===== config.mk =====
export PLATFORM = sky130hd
export DESIGN_NAME = seq_alu_flat
export DESIGN_NICKNAME = d
export VERILOG_FILES = /design/src/rtl/seq_alu_if.sv /design/src/rtl/seq_alu.sv /design/src/flat_wrapper.sv
export SDC_FILE = /design/constraint.sdc
export NUM_CORES = 1
export LEC_CHECK = 0
export BUFFER_PORTS_ARGS = -buffer_cell sky130_fd_sc_hd__buf_2
export CAP_MARGIN = 20
export CORE_MARGIN = 5
export CORE_UTILIZATION = 58
export CTS_BUF_LIST = sky130_fd_sc_hd__clkbuf_4 sky130_fd_sc_hd__clkbuf_8
export DETAILED_ROUTE_END_ITERATION = 6
export PLACE_DENSITY = 0.79
export SLEW_MARGIN = 20
export SYNTH_ARGS = -nofsm -noshare
export SYNTH_HDL_FRONTEND = slang
export SYNTH_SLANG_ARGS = --single-unit

===== constraint.sdc =====
create_clock -name clk -period 7.3 [get_ports clk]
set_clock_uncertainty 0.05 [all_clocks]
set_input_delay 1.095 -clock clk [delete_from_list [all_inputs] [get_ports clk]]
set_output_delay 1.095 -clock clk [all_outputs]
set_load 0.05 [all_outputs]

===== src/rtl/seq_alu_if.sv =====
// rtl/seq_alu_if.sv - operation/result handshake bundle for seq_alu
interface seq_alu_if #(
    parameter int DATA_WIDTH = 32
);
    logic                  in_valid;
    logic                  in_ready;
    logic [3:0]            alu_ctrl;
    logic [DATA_WIDTH-1:0] src_a;
    logic [DATA_WIDTH-1:0] src_b;
    logic                  out_valid;
    logic                  out_ready;
    logic [DATA_WIDTH-1:0] result;
    logic                  zero;
    logic                  illegal;

    // Upstream side: presents operations, consumes results
    modport master (
        output in_valid, alu_ctrl, src_a, src_b, out_ready,
        input  in_ready, out_valid, result, zero, illegal
    );

    // ALU side
    modport slave (
        input  in_valid, alu_ctrl, src_a, src_b, out_ready,
        output in_ready, out_valid, result, zero, illegal
    );
endinterface


===== src/rtl/seq_alu.sv =====
// rtl/seq_alu.sv - handshaked execute-stage ALU with iterative shifts (SEQ_ALU_BARREL_SHIFT_EN: single-cycle shifts)
module seq_alu #(
    parameter int DATA_WIDTH  = 32,
    parameter int SHAMT_WIDTH = $clog2(DATA_WIDTH)
) (
    input logic    clk,
    input logic    rst,
    seq_alu_if.slave bus
);
    localparam logic [3:0] OP_ADD  = 4'd0;
    localparam logic [3:0] OP_SUB  = 4'd1;
    localparam logic [3:0] OP_AND  = 4'd2;
    localparam logic [3:0] OP_OR   = 4'd3;
    localparam logic [3:0] OP_XOR  = 4'd4;
    localparam logic [3:0] OP_SLT  = 4'd5;
    localparam logic [3:0] OP_SLTU = 4'd6;
    localparam logic [3:0] OP_SLL  = 4'd7;
    localparam logic [3:0] OP_SRL  = 4'd8;
    localparam logic [3:0] OP_SRA  = 4'd9;

`ifdef SEQ_ALU_BARREL_SHIFT_EN
    typedef enum logic [1:0] {IDLE = 2'd0, DONE = 2'd2} state_t;
`else
    typedef enum logic [1:0] {IDLE = 2'd0, SHIFT = 2'd1, DONE = 2'd2} state_t;
`endif

    state_t                state;
    logic                  out_valid_q;
    logic [DATA_WIDTH-1:0] result_q;
    logic                  zero_q;
    logic                  illegal_q;
    logic [DATA_WIDTH-1:0] next_result;

    // Single-cycle result; in the iterative build shifts return src_a,
    // which is exactly the answer for the shamt==0 shortcut.
    function automatic logic [DATA_WIDTH-1:0] eval_op(
        input logic [3:0]            op,
        input logic [DATA_WIDTH-1:0] a,
        input logic [DATA_WIDTH-1:0] b
    );
        logic [DATA_WIDTH-1:0] r;
        r = '0;
        case (op)
            OP_ADD:  r = a + b;
            OP_SUB:  r = a - b;
            OP_AND:  r = a & b;
            OP_OR:   r = a | b;
            OP_XOR:  r = a ^ b;
            OP_SLT:  r = {{(DATA_WIDTH-1){1'b0}}, ($signed(a) < $signed(b))};
            OP_SLTU: r = {{(DATA_WIDTH-1){1'b0}}, (a < b)};
`ifdef SEQ_ALU_BARREL_SHIFT_EN
            OP_SLL:  r = a << b[SHAMT_WIDTH-1:0];
            OP_SRL:  r = a >> b[SHAMT_WIDTH-1:0];
            OP_SRA:  r = $unsigned($signed(a) >>> b[SHAMT_WIDTH-1:0]);
`else
            OP_SLL, OP_SRL, OP_SRA: r = a;
`endif
            default: r = '0;
        endcase
        return r;
    endfunction

    assign next_result   = eval_op(bus.alu_ctrl, bus.src_a, bus.src_b);
    assign bus.in_ready  = (state == IDLE) && !rst;
    assign bus.out_valid = out_valid_q;
    assign bus.result    = result_q;
    assign bus.zero      = zero_q;
    assign bus.illegal   = illegal_q;

`ifndef SEQ_ALU_BARREL_SHIFT_EN
    logic [DATA_WIDTH-1:0]  work;
    logic [SHAMT_WIDTH-1:0] count;
    logic [3:0]             shift_op;
    logic [DATA_WIDTH-1:0]  shifted;
    logic                   start_shift;

    // One-bit shift step of the working register
    always_comb begin
        shifted = work;
        case (shift_op)
            OP_SLL:  shifted = {work[DATA_WIDTH-2:0], 1'b0};
            OP_SRL:  shifted = {1'b0, work[DATA_WIDTH-1:1]};
            default: shifted = {work[DATA_WIDTH-1], work[DATA_WIDTH-1:1]};
        endcase
    end

    assign start_shift = (bus.alu_ctrl == OP_SLL || bus.alu_ctrl == OP_SRL ||
                          bus.alu_ctrl == OP_SRA) && (bus.src_b[SHAMT_WIDTH-1:0] != '0);
`endif

    // Control FSM with registered result, flags and out_valid
    always_ff @(posedge clk) begin
        if (rst) begin
            state       <= IDLE;
            out_valid_q <= 1'b0;
            result_q    <= '0;
            zero_q      <= 1'b0;
            illegal_q   <= 1'b0;
`ifndef SEQ_ALU_BARREL_SHIFT_EN
            work        <= '0;
            count       <= '0;
            shift_op    <= '0;
`endif
        end else begin
            case (state)
                IDLE: begin
                    // in_ready is implied here: state is IDLE and rst is low
                    if (bus.in_valid) begin
                        illegal_q <= (bus.alu_ctrl > OP_SRA);
`ifndef SEQ_ALU_BARREL_SHIFT_EN
                        if (start_shift) begin
                            work     <= bus.src_a;
                            count    <= bus.src_b[SHAMT_WIDTH-1:0];
                            shift_op <= bus.alu_ctrl;
                            state    <= SHIFT;
                        end else
`endif
                        begin
                            result_q    <= next_result;
                            zero_q      <= (next_result == '0);
                            out_valid_q <= 1'b1;
                            state       <= DONE;
                        end
                    end
                end
`ifndef SEQ_ALU_BARREL_SHIFT_EN
                SHIFT: begin
                    work  <= shifted;
                    count <= count - SHAMT_WIDTH'(1);
                    if (count == SHAMT_WIDTH'(1)) begin
                        result_q    <= shifted;
                        zero_q      <= (shifted == '0);
                        out_valid_q <= 1'b1;
                        state       <= DONE;
                    end
                end
`endif
                DONE: begin
                    if (bus.out_ready) begin
                        out_valid_q <= 1'b0;
                        state       <= IDLE;
                    end
                end
                default: state <= IDLE;
            endcase
        end
    end
endmodule


===== src/flat_wrapper.sv =====
// flat-port wrapper written by rule: the top's interface ports become plain ports
module seq_alu_flat 
#(
    parameter int DATA_WIDTH  = 32,
    parameter int SHAMT_WIDTH = $clog2(DATA_WIDTH)
)
  (clk, rst, bus_in_valid, bus_alu_ctrl, bus_src_a, bus_src_b, bus_out_ready, bus_in_ready, bus_out_valid, bus_result, bus_zero, bus_illegal);
  seq_alu_if #(.DATA_WIDTH(DATA_WIDTH)) bus_i ();
  input logic clk;
  input logic rst;
  input wire logic [$bits(bus_i.in_valid)-1:0] bus_in_valid;
  input wire logic [$bits(bus_i.alu_ctrl)-1:0] bus_alu_ctrl;
  input wire logic [$bits(bus_i.src_a)-1:0] bus_src_a;
  input wire logic [$bits(bus_i.src_b)-1:0] bus_src_b;
  input wire logic [$bits(bus_i.out_ready)-1:0] bus_out_ready;
  output wire logic [$bits(bus_i.in_ready)-1:0] bus_in_ready;
  output wire logic [$bits(bus_i.out_valid)-1:0] bus_out_valid;
  output wire logic [$bits(bus_i.result)-1:0] bus_result;
  output wire logic [$bits(bus_i.zero)-1:0] bus_zero;
  output wire logic [$bits(bus_i.illegal)-1:0] bus_illegal;
  assign bus_i.in_valid = bus_in_valid;
  assign bus_i.alu_ctrl = bus_alu_ctrl;
  assign bus_i.src_a = bus_src_a;
  assign bus_i.src_b = bus_src_b;
  assign bus_i.out_ready = bus_out_ready;
  assign bus_in_ready = bus_i.in_ready;
  assign bus_out_valid = bus_i.out_valid;
  assign bus_result = bus_i.result;
  assign bus_zero = bus_i.zero;
  assign bus_illegal = bus_i.illegal;
  seq_alu #(.DATA_WIDTH(DATA_WIDTH), .SHAMT_WIDTH(SHAMT_WIDTH)) u_core (.clk(clk), .rst(rst), .bus(bus_i));
endmodule

==> reports/metrics.cfg <==
[place]
place_ws_ps = 2080
dp_hpwl_um = 28200
gp_congestion = 0.998
place.port_buffers = 107

[floorplan]
ioPinCount = 108
initial_core_util_pct = 59.4
die_h_um = 141
die_area_um2 = 19800
core-area_um2 = 16700
rows = 47
die-width_um = 141

[sta]
tightest_slew_ps = 1280
min_period_ps = 5080
fmax_ghz = 0.197
relSlewSlack_pct = 14.5
final_hold_viol_count = 0
final.setup.tns_ps = 0
fin_ws_ps = 2220
finalCritPeriodShare_pct = 69.6
setup_viol_count_final = 0
grt_setup_unrepaired = no
final-max-slew-violation-count = 0

[critical_path]
end_kind = register
cp_max_fo = 30
cp-start-kind = input port
cp.arrival_ps = 5320
criticalPathCategory = in -> reg
cp.required_ps = 7540

[min_path]
holdCritPathClass = reg -> reg

[drt]
ant_nets = 0
route.detailed.drc = 1
drt-vias-per-instance = 7.00
vias = 11800
post_drt_wl_per_cell_um = 22.9
dr.pass1.iters = 7
routed_wl_um = 38500
dr.first_iter.drc_count = 1718

[run_status]
outcome = complete, but fails checks
violations = design-rule violations

[synthesis]
syn-instance-count = 1421
syn_area_um2 = 9920
synth_fp_nets = 1610
async_flop_share_pct = 0
yosys_warnings = 0
seq_area_frac_synth_pct = 15.7
ys_ff_latch = 78
syn_area_per_cell_um2 = 6.98
synth_edf_count = 0
synthDistinctLibCells = 95
ys.flop_type = dfxtp_1

[clocking]
cts_hold_buffers = 0
cts_buffers = 9
htreeDepth = 3
clkTransAtPathRegs_ps = 90
cts_tree = yes
clk_latency_ps = 370
cts_buffer_depth = 2
post_cts_resized = 0
cts-root-buf = clkbuf_8
postCtsSetupRepairBufs = 0
cts.sinks = 78

[pwr]
peakVddDrop_v = 0.000122
powerDensity_nw_per_um2 = 148
leakage_uw = 0.00441

[grt]
grt-ovfl-total = 0
grt_max_degree = 83
antenna_found_initial = 0
grt_first_pass_wirelength_um = 59300
grt_pass1_vias = 10700
grt_usage_pct = 37.0

[final_layout]
n_antenna_cell = 0
multiInputGateArea_um2 = 7570
layout-drive-gt1-share_pct = 12.3
n_fill_cell = 1597
syn2layout_area_growth_pct = 7.48
final-seq-area_um2 = 1560
nNetsFinal = 1644

[run]
drv_cap = 0

## through the flow
stage | utilization [%] | instances | instance area [um^2] | power [uW] | hold WS [ps]
after floorplan | - | 1421 | 9920 | 996 | 395
after global placement | 62.6 | 1664 | 10500 | 1200 | 387
after detailed placement | 62.6 | 1664 | 10500 | 1210 | 395
after CTS | 63.8 | 1680 | 10700 | 1540 | 406
after global routing | 63.8 | 1680 | 10700 | 1650 | 430
final | 63.8 | 1680 | 10700 | 1570 | 407
## placed cells by master (no fill, tap or decap), types with 14 or more instances in the layout
cell type / synthesis / layout
nor4_1: 23 / 22
o21ai_0: 52 / 51
a211oi_1: 28 / 28
nand3_1: 59 / 59
inv_1: 103 / 103
o31ai_1: 14 / 14
a21oi_1: 150 / 150
nand2_1: 178 / 178
nand4_1: 16 / 16
nor2_1: 101 / 99
a221o_1: 14 / 14
buf_4: 6 / 16
buf_2: 10 / 107
o211ai_1: 60 / 60
a21o_1: 15 / 15
nor3_1: 41 / 41
ha_1: 115 / 115
o22ai_1: 16 / 16
dfxtp_1: 78 / 78
## registers in the layout, indices dropped and copies added, names as in the netlist
name	flops
u_core.bus.result	32
u_core.work	32
u_core.count	5
u_core.shift_op	4
u_core.state	2
u_core.bus.illegal	1
u_core.bus.out_valid	1
u_core.bus.zero	1
## worst paths after layout
path	from	endpoint	slack [ps]	cells past startpoint
setup / recovery	bus_alu_ctrl[3]	u_core.bus.zero$_SDFFE_PP0P_	2220	13
hold reg to reg	u_core.bus.result[20]$_SDFFE_PP0P_	u_core.bus.result[20]$_SDFFE_PP0P_	410	2
hold / removal	u_core.bus.result[20]$_SDFFE_PP0P_	u_core.bus.result[20]$_SDFFE_PP0P_	410	2
setup reg to reg	u_core.state[1]$_SDFFE_PP0P_	u_core.bus.zero$_SDFFE_PP0P_	3350	11
## Yosys cell counts, drive strengths merged, types with 23 or more instances
library cell | number | share of area, %
dfxtp | 78 | 16
buf | 25 | 1.5
inv | 104 | 3.9
o21ai | 54 | 2.7
a211oi | 30 | 2.4
nor4 | 23 | 1.5
nor2 | 101 | 3.8
ha | 115 | 15
o211ai | 60 | 4.5
a21oi | 151 | 7.7
nor3 | 41 | 2.1
clkbuf | 75 | 2.8
nand3 | 59 | 3.0
nand2 | 179 | 6.8
## worst max-delay path: stages
cell and delay (ps):
buf_2 450, or2b_2 320, o2bb2ai_2 180, buf_4 360, a2111oi_0 800, a21boi_0 260
a41o_1 150, mux2i_1 80, a211oi_1 650, nand4_1 180, nor4_1 370, nand4bb_1 160
o32ai_2 250
## kinds of logic (layout without fill, tap and decap cells)
kind of cell / count (synthesis) / in the layout / share of synthesized area (%)
xor+xnor: 3 / 3 / 0.265
simple gates: 500 / 500 / 23.9
compound gates: 509 / 509 / 35.9
mux: 10 / 10 / 1.05
buf+inv: 204 / 243 / 8.22
fa+ha+maj: 117 / 117 / 14.9
flops: 78 / 78 / 15.7
## final cells by class
type	instances	area share, %
clock inverters	6	0.657
multi-input cells	1139	71.0
inverters	104	3.66
flip-flops and latches	78	14.6
repair buffers	123	6.15
well taps	220	2.58
clock buffers	10	1.29
## where the power goes
| group | leakage, uW | switching, uW | total (uW) | internal [uW] |
|---|---|---|---|---|
| sequential | 0.000635 | 25.0 | 480 | 455 |
| clock | 0.000107 | 174 | 344 | 170 |
| combinational | 0.00367 | 509 | 750 | 241 |
## metal layers
| layer | vias to the layer above | track usage [%] | part of all wire, % |
|---|---|---|---|
| li1 | 5301 | - | - |
| met2 | 837 | 56.5 | 43 |
| met1 | 5456 | 49.3 | 39 |
| met3 | 162 | 8.23 | 12 |
| met5 | - | 0 | 0 |
| met4 | 0 | 18.1 | 5.7 |
Power figures use the tool's default switching activity.
